File: config.mk
export PLATFORM = sky130hd
export DESIGN_NAME = imm_extend_pipe
export DESIGN_NICKNAME = d
export VERILOG_FILES = /design/src/rtl/imm_extend_pipe.sv
export SDC_FILE = /design/constraint.sdc
export NUM_CORES = 1
export LEC_CHECK = 0
export CORE_MARGIN = 1.5
export CORE_UTILIZATION = 49
export CTS_BUF_LIST = sky130_fd_sc_hd__clkbuf_2
export DETAILED_ROUTE_END_ITERATION = 16
export HOLD_SLACK_MARGIN = 0.08
export PLACE_DENSITY_LB_ADDON = 0.15
export SYNTH_ARGS = -nofsm -noshare
export SYNTH_HDL_FRONTEND = slang
export SYNTH_SLANG_ARGS = --single-unit
File: constraint.sdc
create_clock -name clk -period 1.5 [get_ports clk]
set_clock_uncertainty 0.2 [all_clocks]
set_input_delay 0.225 -clock clk [delete_from_list [all_inputs] [get_ports clk]]
set_output_delay 0.225 -clock clk [all_outputs]
set_load 0.01 [all_outputs]
File: src/rtl/imm_extend_pipe.sv
// Immediate extender behind a two-entry skid buffer.
// Results are extended at accept time and leave in accept order; in_ready is registered.
module imm_extend_pipe #(
    parameter int IN_WIDTH  = 16,
    parameter int OUT_WIDTH = 32,
    parameter int CNT_WIDTH = 16
) (
    input  logic                 clk,
    input  logic                 rst_n,
    input  logic                 in_valid,
    output logic                 in_ready,
    input  logic [IN_WIDTH-1:0]  in_imm,
    input  logic [1:0]           in_mode,
    output logic                 out_valid,
    input  logic                 out_ready,
    output logic [OUT_WIDTH-1:0] out_data,
    output logic [CNT_WIDTH-1:0] xfer_cnt
);

    generate
        if (OUT_WIDTH < IN_WIDTH + 2) begin : g_bad_width
            $error("imm_extend_pipe: OUT_WIDTH must be at least IN_WIDTH+2");
        end
    endgenerate

    typedef enum logic [1:0] {EMPTY, ONE, TWO} state_e;

    state_e                 state_q, state_d;
    logic [OUT_WIDTH-1:0]   main_q, main_d;
    logic [OUT_WIDTH-1:0]   skid_q, skid_d;
    logic                   in_ready_q;
    logic [CNT_WIDTH-1:0]   cnt_q;
    logic [OUT_WIDTH-1:0]   ext;
    logic [OUT_WIDTH-1:0]   sext;
    logic                   accept;
    logic                   emit;

    assign in_ready  = in_ready_q;
    assign out_valid = (state_q != EMPTY);
    assign out_data  = main_q;
    assign xfer_cnt  = cnt_q;
    assign accept    = in_valid && in_ready_q;
    assign emit      = out_valid && out_ready;

    always_comb begin
        sext = {{(OUT_WIDTH-IN_WIDTH){in_imm[IN_WIDTH-1]}}, in_imm};
        ext  = {{(OUT_WIDTH-IN_WIDTH){1'b0}}, in_imm};
        case (in_mode)
            2'b00:   ext = {{(OUT_WIDTH-IN_WIDTH){1'b0}}, in_imm};
            2'b01:   ext = sext;
            2'b10:   ext = {in_imm, {(OUT_WIDTH-IN_WIDTH){1'b0}}};
            2'b11:   ext = {sext[OUT_WIDTH-3:0], 2'b00};
            default: ext = {{(OUT_WIDTH-IN_WIDTH){1'b0}}, in_imm};
        endcase
    end

    always_comb begin
        state_d = state_q;
        main_d  = main_q;
        skid_d  = skid_q;
        case (state_q)
            EMPTY: begin
                if (accept) begin
                    main_d  = ext;
                    state_d = ONE;
                end
            end
            ONE: begin
                if (accept && !emit) begin
                    skid_d  = ext;
                    state_d = TWO;
                end else if (accept && emit) begin
                    main_d  = ext;
                end else if (emit) begin
                    state_d = EMPTY;
                end
            end
            TWO: begin
                // in_ready is low here, so only the drain path exists
                if (emit) begin
                    main_d  = skid_q;
                    state_d = ONE;
                end
            end
            default: state_d = EMPTY;
        endcase
    end

    always_ff @(posedge clk or negedge rst_n) begin
        if (!rst_n) begin
            state_q    <= EMPTY;
            main_q     <= '0;
            skid_q     <= '0;
            in_ready_q <= 1'b0;
            cnt_q      <= '0;
        end else begin
            state_q    <= state_d;
            main_q     <= main_d;
            skid_q     <= skid_d;
            in_ready_q <= (state_d != TWO);
            if (emit) cnt_q <= cnt_q + CNT_WIDTH'(1);
        end
    end

endmodule

==> flow_metrics.env <==
export IMPL_cts_tree="yes"
export IMPL_slew_headroom_pct=66.97
export IMPL_finalSetupViolCount=123
export IMPL_cp_start_kind="flip-flop"
export IMPL_place_ws_ps=-520.1
export IMPL_nets=576
export IMPL_num_vias=3729
export IMPL_drt_iter0_drc=258
export IMPL_worst_slack_ps=-436.9
export IMPL_hpwlAfterDp_mm=6.404
export IMPL_die_width_um=90.89
export IMPL_fmaxAchievable_mhz=516.3
export IMPL_grt_pass1_vias=3497
export IMPL_drive_gt1_share_pct=52.51
export IMPL_antenna_found_initial=0
export IMPL_area_growth_pct=61.36
export IMPL_crit_type="reg2reg"
export IMPL_ys_seq_elements=83
export IMPL_ys_flop_type="dfrtp_1"
export IMPL_yosysWarnings=0
export IMPL_dp_cells=570
export IMPL_crit_arrival_ps=2200
export IMPL_endpoint_kind="flip-flop"
export IMPL_grt_ovfl_total=0
export IMPL_core_area_um2=7370
export IMPL_start_util_pct=51.36
export IMPL_finalHoldViolCount=0
export IMPL_fin_crit_sh_pct=129.1
export IMPL_syn_area_per_cell_um2=9.960
export IMPL_firstDrtPassIters=5
export IMPL_wire_per_inst_um=19.12
export IMPL_die_h_um=90.89
export IMPL_failed_checks="negative setup slack"
export IMPL_ys_top_cells_by_count="dfrtp_1 (83), nor2_1 (78), a21oi_1 (72), buf_2 (16), a21o_1 (15)"
export IMPL_gp_routability_congestion=0.8599
export IMPL_fillers=413
export IMPL_antennaDiodeCount=0
export IMPL_cts_root_buffer="clkbuf_2"
export IMPL_worstMarginPinSlew_ps=495.5
export IMPL_hp_class="in2reg"
export IMPL_clkSinkCount=83
export IMPL_rsz0062_at_grt="yes"
export IMPL_drc_errors=0
export IMPL_wirelength_mm=12.57
export IMPL_h_tree_depth=3
export IMPL_grt_max_degree=47
export IMPL_floorplan_rows=31
export IMPL_cellPowerDensity_nw_per_um2=1772
export IMPL_critPathMaxFanout=7
export IMPL_synth_top_area_cell="dfrtp_1"
export IMPL_port_buffers=71
export IMPL_ioPinCount=72
export IMPL_period_needed_ps=1937
export IMPL_path_clk_slew_ps=250
export IMPL_track_usage_pct=26.97
export IMPL_syn_area_um2=3785
export IMPL_irDropWorstVdd_v=0.001119
export IMPL_cts_buffer_depth=2
export IMPL_syn_nets=403
export IMPL_final_cells=657
export IMPL_r2r_start="state_q[1]$_DFF_PN0_"
export IMPL_async_flop_share_pct=100.0
export IMPL_critPathLaunch="state_q[1]$_DFF_PN0_"
export IMPL_grt_pass1_wl_mm=17.66
export IMPL_synth_area_leaders="dfrtp_1 (55%), a21oi_1 (9.5%), nor2_1 (7.7%)"
export IMPL_leakagePower_uw=0.002814
export IMPL_cp_data_required_time_ps=1760
export IMPL_routed_via_density=5.676
export IMPL_synth_seq_area_share_pct=54.88
export IMPL_cts_made_buffers=9
export IMPL_synth_cells=380
export IMPL_drv_slew=0
export IMPL_maxCapViolations=0
export IMPL_synth_edf_count=0
export IMPL_outcome="complete, but fails checks"
export IMPL_synth_distinct_cells=36
export IMPL_synth_top_area_share_pct=54.88
export IMPL_ant_nets=0
export IMPL_yosysMostFrequentCell="dfrtp_1"
export IMPL_fp_dieArea_um2=8260
export IMPL_clk_latency_ps=540
export IMPL_min_from="in_imm[0]"
==> metrics by stage <==
| stage | power [uW] | setup TNS, ps | hold WS, ps | area [um^2] | util (%) |
|---|---|---|---|---|---|
| final | 10820 | -26720 | 171.0 | 6107 | 82.87 |
| after detailed placement | 7477 | -35200 | 16.83 | 4942 | 67.06 |
| after global placement | 7348 | -34450 | 17.64 | 4942 | 67.06 |
| after global routing | 11360 | -31450 | 182.0 | 6107 | 82.87 |
| after floorplan | 5613 | -1331 | -270.6 | 3822 | - |
| after CTS | 9359 | -19980 | 172.9 | 5522 | 74.92 |
==> registers in the layout (all words and copies together), names as in the netlist <==
signal,count
skid_q,32
state_q,2
xfer_cnt,16
out_data,32
in_ready,1
==> placed cells by master, fill, tap and decap left out, drive strengths merged, types with 2 or more instances in the layout <==
cell	instances
nand2	11
nand3b	2
clkdlybuf4s50	20
a22oi	14
nand2b	2
clkinv	3
xnor2	13
nor2b	3
mux2i	3
a21oi	72
xor2	2
bufinv	2
clkbuf	12
nand4	6
o21ai	5
inv	4
dfrtp	83
a31oi	4
nand3	11
and2	4
nor2	78
buf	161
o211ai	2
dlygate4sd3	2
and4	2
mux2	14
a21o	15
==> worst max-delay path, cell delays in order, from the launching register on <==
cell and delay, ps:
dfrtp_2 490, buf_6 140, nand3b_4 180, buf_6 140, nor2b_4 180, buf_6 170
buf_12 150, nor2_1 60, a21oi_1 130
==> layout make-up <==
| type | count | area (um^2) | share of cell area [%] |
|---|---|---|---|
| Timing Repair Buffer | 186 | 1683 | 27.56 |
| Clock buffer | 10 | 50.05 | 0.8195 |
| Sequential cell | 83 | 2078 | 34.03 |
| Inverter | 4 | 15.01 | 0.2459 |
| Clock inverter | 6 | 90.09 | 1.475 |
| Multi-Input combinational cell | 269 | 2067 | 33.85 |
| Tap cell | 99 | 123.9 | 2.028 |
==> cell families after synthesis <==
group                      synth area share, %
DFF                                      54.88
buffers and inverters                    4.000
xor gates and xnor gates                 3.471
adders and majority gates               0.3305
muxes                                    4.959
and+or+nand+nor                          14.78
AOI/OAI and AO/OA                        17.59
==> report_power, final <==
part / switching, uW / internal [uW] / leakage [uW]
Clock: 830 / 561 / 0.0000821
Combinational: 2510 / 3020 / 0.00174
Sequential: 712 / 3190 / 0.000993
==> repair_timing <==
action	in CTS	in global routing
buffers inserted	39	28
pin swaps	18	13
gates cloned	5	2
endpoints found under the setup margin	127	127
gates resized for setup	266	97
hold endpoints to repair	83	0
hold buffers	2	0
==> routing by layer <==
layer	up-vias	wire length, um	global-route usage [%]
met3	27	537	3.283
met5	-	0	0
met2	138	6598	46.80
met1	1898	5159	35.14
met4	0	270	8.464
li1	1666	-	-
==> path summary, 6_finish.rpt <==
path                                            end  slack, ps  cells after the start
setup / recovery             skid_q[14]$_DFFE_PN0P_       -440                      8
min in group asynchronous  xfer_cnt[14]$_DFFE_PN0P_        630                      4
max in group asynchronous    skid_q[21]$_DFFE_PN0P_        210                      4
hold reg to reg             out_data[8]$_DFFE_PN0P_        330                      1
hold / removal              out_data[0]$_DFFE_PN0P_        170                      3
setup reg to reg             skid_q[14]$_DFFE_PN0P_       -440                      8
No activity file was read; power rests on OpenSTA's default activity.
